**config.mk**
```make
export PLATFORM = sky130hd
export DESIGN_NAME = aes_sub_bytes_seq
export DESIGN_NICKNAME = d
export VERILOG_FILES = /design/src/rtl/aes_sub_bytes_seq.sv
export SDC_FILE = /design/constraint.sdc
export NUM_CORES = 2
export LEC_CHECK = 0
export ABC_AREA = 1
export CELL_PAD_IN_SITES_DETAIL_PLACEMENT = 2
export CELL_PAD_IN_SITES_GLOBAL_PLACEMENT = 2
export CORE_MARGIN = 2
export CORE_UTILIZATION = 31
export CTS_CLUSTER_SIZE = 14
export DETAILED_ROUTE_END_ITERATION = 10
export GPL_ROUTABILITY_DRIVEN = 0
export PLACE_DENSITY_LB_ADDON = 0.1
export SETUP_SLACK_MARGIN = 0.4
export SLEW_MARGIN = 15
export SYNTH_ARGS = -nofsm -noshare
export SYNTH_HDL_FRONTEND = slang
export SYNTH_SLANG_ARGS = --single-unit
export TNS_END_PERCENT = 1
```
**constraint.sdc**
```tcl
create_clock -name clk_i -period 15.3 [get_ports clk_i]
set_input_delay 2.295 -clock clk_i [delete_from_list [all_inputs] [get_ports clk_i]]
set_output_delay 2.295 -clock clk_i [all_outputs]
set_load 0.05 [all_outputs]
```
**src/rtl/aes_sub_bytes_seq.sv**
```systemverilog
// Sequential AES SubBytes/InvSubBytes over a 128-bit state, LANES bytes per cycle.
// aes_sbox_lut is one S-box lane computed as GF(2^8) inverse plus affine map.
module aes_sbox_lut (
  input  logic       op_i,
  input  logic [7:0] data_i,
  output logic [7:0] data_o
);

  function automatic logic [7:0] xtime(input logic [7:0] a);
    return {a[6:0], 1'b0} ^ (a[7] ? 8'h1b : 8'h00);
  endfunction

  function automatic logic [7:0] gf_mul(input logic [7:0] a, input logic [7:0] b);
    logic [7:0] p;
    logic [7:0] aa;
    p  = 8'h00;
    aa = a;
    for (int i = 0; i < 8; i++) begin
      if (b[i]) p = p ^ aa;
      aa = xtime(aa);
    end
    return p;
  endfunction

  // x^254 = product of x^2 .. x^128; maps 0 to 0 as AES requires
  function automatic logic [7:0] gf_inv(input logic [7:0] x);
    logic [7:0] sq;
    logic [7:0] r;
    sq = x;
    r  = 8'h01;
    for (int k = 1; k < 8; k++) begin
      sq = gf_mul(sq, sq);
      r  = gf_mul(r, sq);
    end
    return r;
  endfunction

  function automatic logic [7:0] rotl(input logic [7:0] b, input int n);
    return (b << n) | (b >> (8 - n));
  endfunction

  function automatic logic [7:0] fwd_affine(input logic [7:0] b);
    return b ^ rotl(b, 1) ^ rotl(b, 2) ^ rotl(b, 3) ^ rotl(b, 4) ^ 8'h63;
  endfunction

  function automatic logic [7:0] inv_affine(input logic [7:0] s);
    return rotl(s, 1) ^ rotl(s, 3) ^ rotl(s, 6) ^ 8'h05;
  endfunction

  always_comb begin
    data_o = 8'h00;
    if (op_i) data_o = gf_inv(inv_affine(data_i));
    else      data_o = fwd_affine(gf_inv(data_i));
  end

endmodule

module aes_sub_bytes_seq #(
  parameter int LANES = 1
) (
  input  logic         clk_i,
  input  logic         rst_ni,
  input  logic         clear_i,
  input  logic         in_valid_i,
  output logic         in_ready_o,
  input  logic         op_i,
  input  logic [127:0] data_i,
  output logic         out_valid_o,
  input  logic         out_ready_i,
  output logic [127:0] data_o,
  output logic         busy_o
);

  localparam int NCYC = 16 / LANES;
  localparam int CW   = (NCYC > 1) ? $clog2(NCYC) : 1;
  localparam logic [CW-1:0] CNT_LAST = CW'(NCYC - 1);

  generate
    if (!(LANES == 1 || LANES == 2 || LANES == 4 || LANES == 8 || LANES == 16)) begin : g_bad_lanes
      $error("aes_sub_bytes_seq: LANES must be 1, 2, 4, 8 or 16");
    end
  endgenerate

  // state | meaning
  // IDLE  | ready for a new state; RUN | substituting LANES bytes per cycle; DONE | result held for consumer
  typedef enum logic [1:0] {IDLE, RUN, DONE} state_t;

  state_t          state_q;
  logic [127:0]    st_q, st_d;
  logic            op_q;
  logic [CW-1:0]   cnt_q;
  logic            in_ready_q, out_valid_q, busy_q;
  logic [3:0]      base;
  logic [7:0]      lane_in  [LANES];
  logic [7:0]      lane_out [LANES];

  always_comb base = 4'(int'(cnt_q) * LANES);

  for (genvar j = 0; j < LANES; j++) begin : g_lane
    logic [3:0] idx;
    assign idx        = base + 4'(j);
    assign lane_in[j] = st_q[{idx, 3'b000} +: 8];
    aes_sbox_lut u_sbox (
      .op_i   (op_q),
      .data_i (lane_in[j]),
      .data_o (lane_out[j])
    );
  end

  always_comb begin
    st_d = st_q;
    for (int j = 0; j < LANES; j++) begin
      st_d[{base + 4'(j), 3'b000} +: 8] = lane_out[j];
    end
  end

  always_ff @(posedge clk_i) begin
    if (!rst_ni || clear_i) begin
      state_q     <= IDLE;
      st_q        <= '0;
      op_q        <= 1'b0;
      cnt_q       <= '0;
      in_ready_q  <= 1'b1;
      out_valid_q <= 1'b0;
      busy_q      <= 1'b0;
    end else begin
      case (state_q)
        IDLE: begin
          if (in_valid_i) begin
            st_q       <= data_i;
            op_q       <= op_i;
            cnt_q      <= '0;
            state_q    <= RUN;
            in_ready_q <= 1'b0;
            busy_q     <= 1'b1;
          end
        end
        RUN: begin
          st_q  <= st_d;
          cnt_q <= cnt_q + CW'(1);
          if (cnt_q == CNT_LAST) begin
            state_q     <= DONE;
            out_valid_q <= 1'b1;
          end
        end
        DONE: begin
          if (out_ready_i) begin
            state_q     <= IDLE;
            in_ready_q  <= 1'b1;
            out_valid_q <= 1'b0;
            busy_q      <= 1'b0;
          end
        end
        default: begin
          state_q     <= IDLE;
          in_ready_q  <= 1'b1;
          out_valid_q <= 1'b0;
          busy_q      <= 1'b0;
        end
      endcase
    end
  end

  assign in_ready_o  = in_ready_q;
  assign out_valid_o = out_valid_q;
  assign busy_o      = busy_q;
  // Only the finished state is ever visible on the output bus
  assign data_o      = out_valid_q ? st_q : '0;

endmodule

```
==> impl_metrics.py <==
metrics = {
    "placed_design": {
        "dp_hpwl_microns": 192000,
        "place_inst": 10600,
        "dp_worst_setup_slack_ns": -1.63,
        "io_buffers": 264,
    },
    "clock_tree": {
        "h-tree-depth": 4,
        "cts.clk_slew.worst_paths_ns": 0.07,
        "insertion_delay_ns": 0.48,
        "numCtsBuffers": 17,
        "cts_tree": "built",
        "cts-root-buf": "clkbuf_16",
        "cts.sinks": 138,
        "clockBufferDepth": 2,
    },
    "global_route": {
        "grt_max_degree": 97,
        "overflow": 0,
        "grt_use_met1_pct": 42.0,
        "grt_use_met3_pct": 4.12,
        "grt_pass1_wl_microns": 357000,
        "antenna_found_initial": 43,
        "grt_util_all_layers_pct": 32.8,
        "gr-max-usage-layer": "met2",
        "grt_pass1_vias": 60500,
        "use_met2_pct": 55.9,
    },
    "timing": {
        "max_slew_margin_pct": 22.1,
        "setup_violations": 81,
        "hold_viol_final": 0,
        "hold_ws_ns": 0.598,
        "tightest_slew_ns": 1.16,
        "fin_skew_ns": 0.0195,
        "rsz0062_at_grt": "yes",
        "fin_crit_ns": 15.56,
        "slew_viol_final": 0,
        "period_share_pct": 102,
        "fmax_ghz": 0.0643,
        "setup_ws_ns": -0.259,
    },
    "floorplanning": {
        "die_w_microns": 373,
        "die_y_microns": 373,
        "fp.coreArea_sq_um": 135000,
        "io_pins": 265,
        "initial_core_util_pct": 31.2,
        "fp-row-count": 135,
        "dieArea_sq_um": 139000,
    },
    "synth": {
        "synth_area_sq_um": 42100,
        "netlist_instances": 8532,
        "synth.most_common_cell": "nand2_1",
        "ys_top_cells_by_count": "nand2_1 (3533), nand3_1 (1172), inv_1 (932), nor2_1 (826), xor2_1 (368)",
        "async_flop_share_pct": 0,
        "synth_cell_types": 57,
        "synth_edf_count": 0,
        "synth_top_area_share_pct": 31.5,
        "yosysSeqAreaShare_pct": 6.56,
        "synth_area_leaders": "nand2_1 (31%), nand3_1 (14%), inv_1 (8.3%), xor2_1 (7.7%), nor2_1 (7.4%)",
        "synth_top_area_cell": "nand2_1",
        "ys_ff_latch": 138,
        "syn-num-nets": 8683,
        "synth_warnings": 0,
        "syn_avg_cell_area_sq_um": 4.94,
        "ys.flop_type": "dfxtp_1",
    },
    "setup_path": {
        "crit_cells": 125,
        "crit_path_max_fanout": 26,
        "slowest_delay_ns": 0.45,
        "cp_data_arrival_time_ns": 15.96,
        "cp-start-kind": "flip-flop",
        "cp_common_cell": "nand2_1",
        "end_kind": "flip-flop",
        "crit_type": "flip-flop to flip-flop",
        "worst-path-buf-inv": 20,
        "r2r-start": "cnt_q[0]$_SDFFE_PP0P_",
        "crit_required_ns": 15.70,
        "critPathTopFamily": "simple AND/OR/NAND/NOR gates",
        "reg2reg_slack_ns": -0.26,
        "r2r_cells": 125,
        "r2r-end": "st_q[11]$_SDFFE_PP0P_",
        "cp-startpoint": "cnt_q[0]$_SDFFE_PP0P_",
        "crit_end": "st_q[11]$_SDFFE_PP0P_",
        "cp_slowest_cell": "dfxtp_4",
    },
    "min_path": {
        "hold_class": "flip-flop to flip-flop",
        "min_from": "busy_o$_SDFFE_PP0P_",
    },
    "routing": {
        "wl_microns": 275000,
        "num_vias": 61700,
        "drc": 0,
        "drtPass1Iterations": 6,
        "postRouteAntennaNets": 0,
        "viasPerCell": 5.66,
        "wl_per_cell_microns": 25.2,
        "first_iter_violations": 4712,
    },
    "cells_and_area": {
        "utilization_pct": 40.3,
        "fillers": 17500,
        "multi_input_area_sq_um": 37400,
        "nNetsFinal": 9248,
        "area_growth_pct": 29.2,
        "fin_cells": 10900,
        "drive_above_1_share_pct": 17.1,
        "regArea_sq_um": 2780,
    },
    "status": {
        "status": "complete, but fails checks",
        "violations": "negative setup slack",
    },
    "flow_run": {
        "maxCapViolations": 0,
    },
}
cell families after synthesis:
kind of cell | Yosys count | synth area share, %
xor+xnor | 607 | 13.6
buf+inv | 1335 | 13.1
compound gates | 413 | 5.31
fa+ha+maj | 17 | 0.505
flops | 138 | 6.56
simple gates | 6022 | 60.9
area by class of cell:
class	count	share of cell area, %
multi-input combinational	7074	68.7
tap	1781	4.10
clock inverter	9	0.248
timing repair buffer	786	13.1
sequential	138	5.10
timing repair inverter	2	0.0207
antenna	19	0.0874
inverter	1078	7.74
clock buffer	23	0.915
cells in the final DEF (no fill, tap or decap), types with 10 or more instances in the layout:
master           count
xnor2_1            167
ha_1                13
inv_2              121
or2_1               24
o211ai_1            20
o21bai_1            19
dfxtp_1            134
xnor2_2             31
nand2_4            159
nor2_4              25
nand3_1           1089
nand2_2            306
xor2_2              62
nand3_4             23
nor2_2              53
xnor2_4             10
buf_8               11
o21ai_0            175
buf_4              439
or2_2               16
nand4_1            151
o21ai_1             55
xor2_4              16
diode_2             19
nand3_2             71
a31oi_1             11
buf_12              20
a21oi_1             84
nor2_1             762
inv_4               33
inv_1              896
clkbuf_16           19
nand2_1           3231
o21ai_2             15
buf_6               44
clkinv_1            10
nand3b_1            93
xor2_1             321
clkdlybuf4s50_1    264
how the worst min path moves through the flow:
stage,slack (ns),cells past startpoint,end
final,0.60,2,busy_o$_SDFFE_PP0P_
after global routing,0.62,2,st_q[3]$_SDFFE_PP0P_
after global placement,0.55,2,st_q[67]$_SDFFE_PP0P_
after floorplan,0.48,2,st_q[4]$_SDFFE_PP0P_
after CTS,0.58,2,st_q[4]$_SDFFE_PP0P_
after detailed placement,0.57,2,st_q[4]$_SDFFE_PP0P_
worst reg2reg max path: cells and delay by family, from the launching register on:
kind / cells / cell delay, ns
fa+ha+maj: 1 / 0.34
buf+inv: 20 / 2.40
simple gates: 100 / 11.72
flops: 1 / 0.45
compound gates: 3 / 0.37
xor+xnor: 1 / 0.23
per-layer routing:
metal / part of all wire (%) / up-vias
met5: 0.064 / -
met4: 5.8 / 28
met3: 6.4 / 747
met2: 47 / 2189
met1: 41 / 31100
li1: - / 27600
per-stage QoR:
step,area [sq um],TNS (ns)
after floorplan,42100,0
after global placement,47300,-57.97
after detailed placement,47300,-143.10
after CTS,49300,0
after global routing,54400,-113.22
final,54400,-5.17
flip-flops by register name, indices dropped and copies added, names as in the netlist:
signal,flops
out_valid_o,1
busy_o,1
in_ready_o,1
op_q,1
cnt_q,4
state_q,2
st_q,128
repair_timing:
action | in CTS | in global routing
hold buffers | 0 | 0
setup buffers | 59 | 227
gates resized for setup | 211 | 758
setup endpoints to repair | 128 | 128
pin swaps | 36 | 188
hold endpoints to repair | 0 | 0
gates cloned | 2 | 19
Power is not shown: default switching activity piles up to over one toggle a cycle in this logic, so the estimate is an artifact.
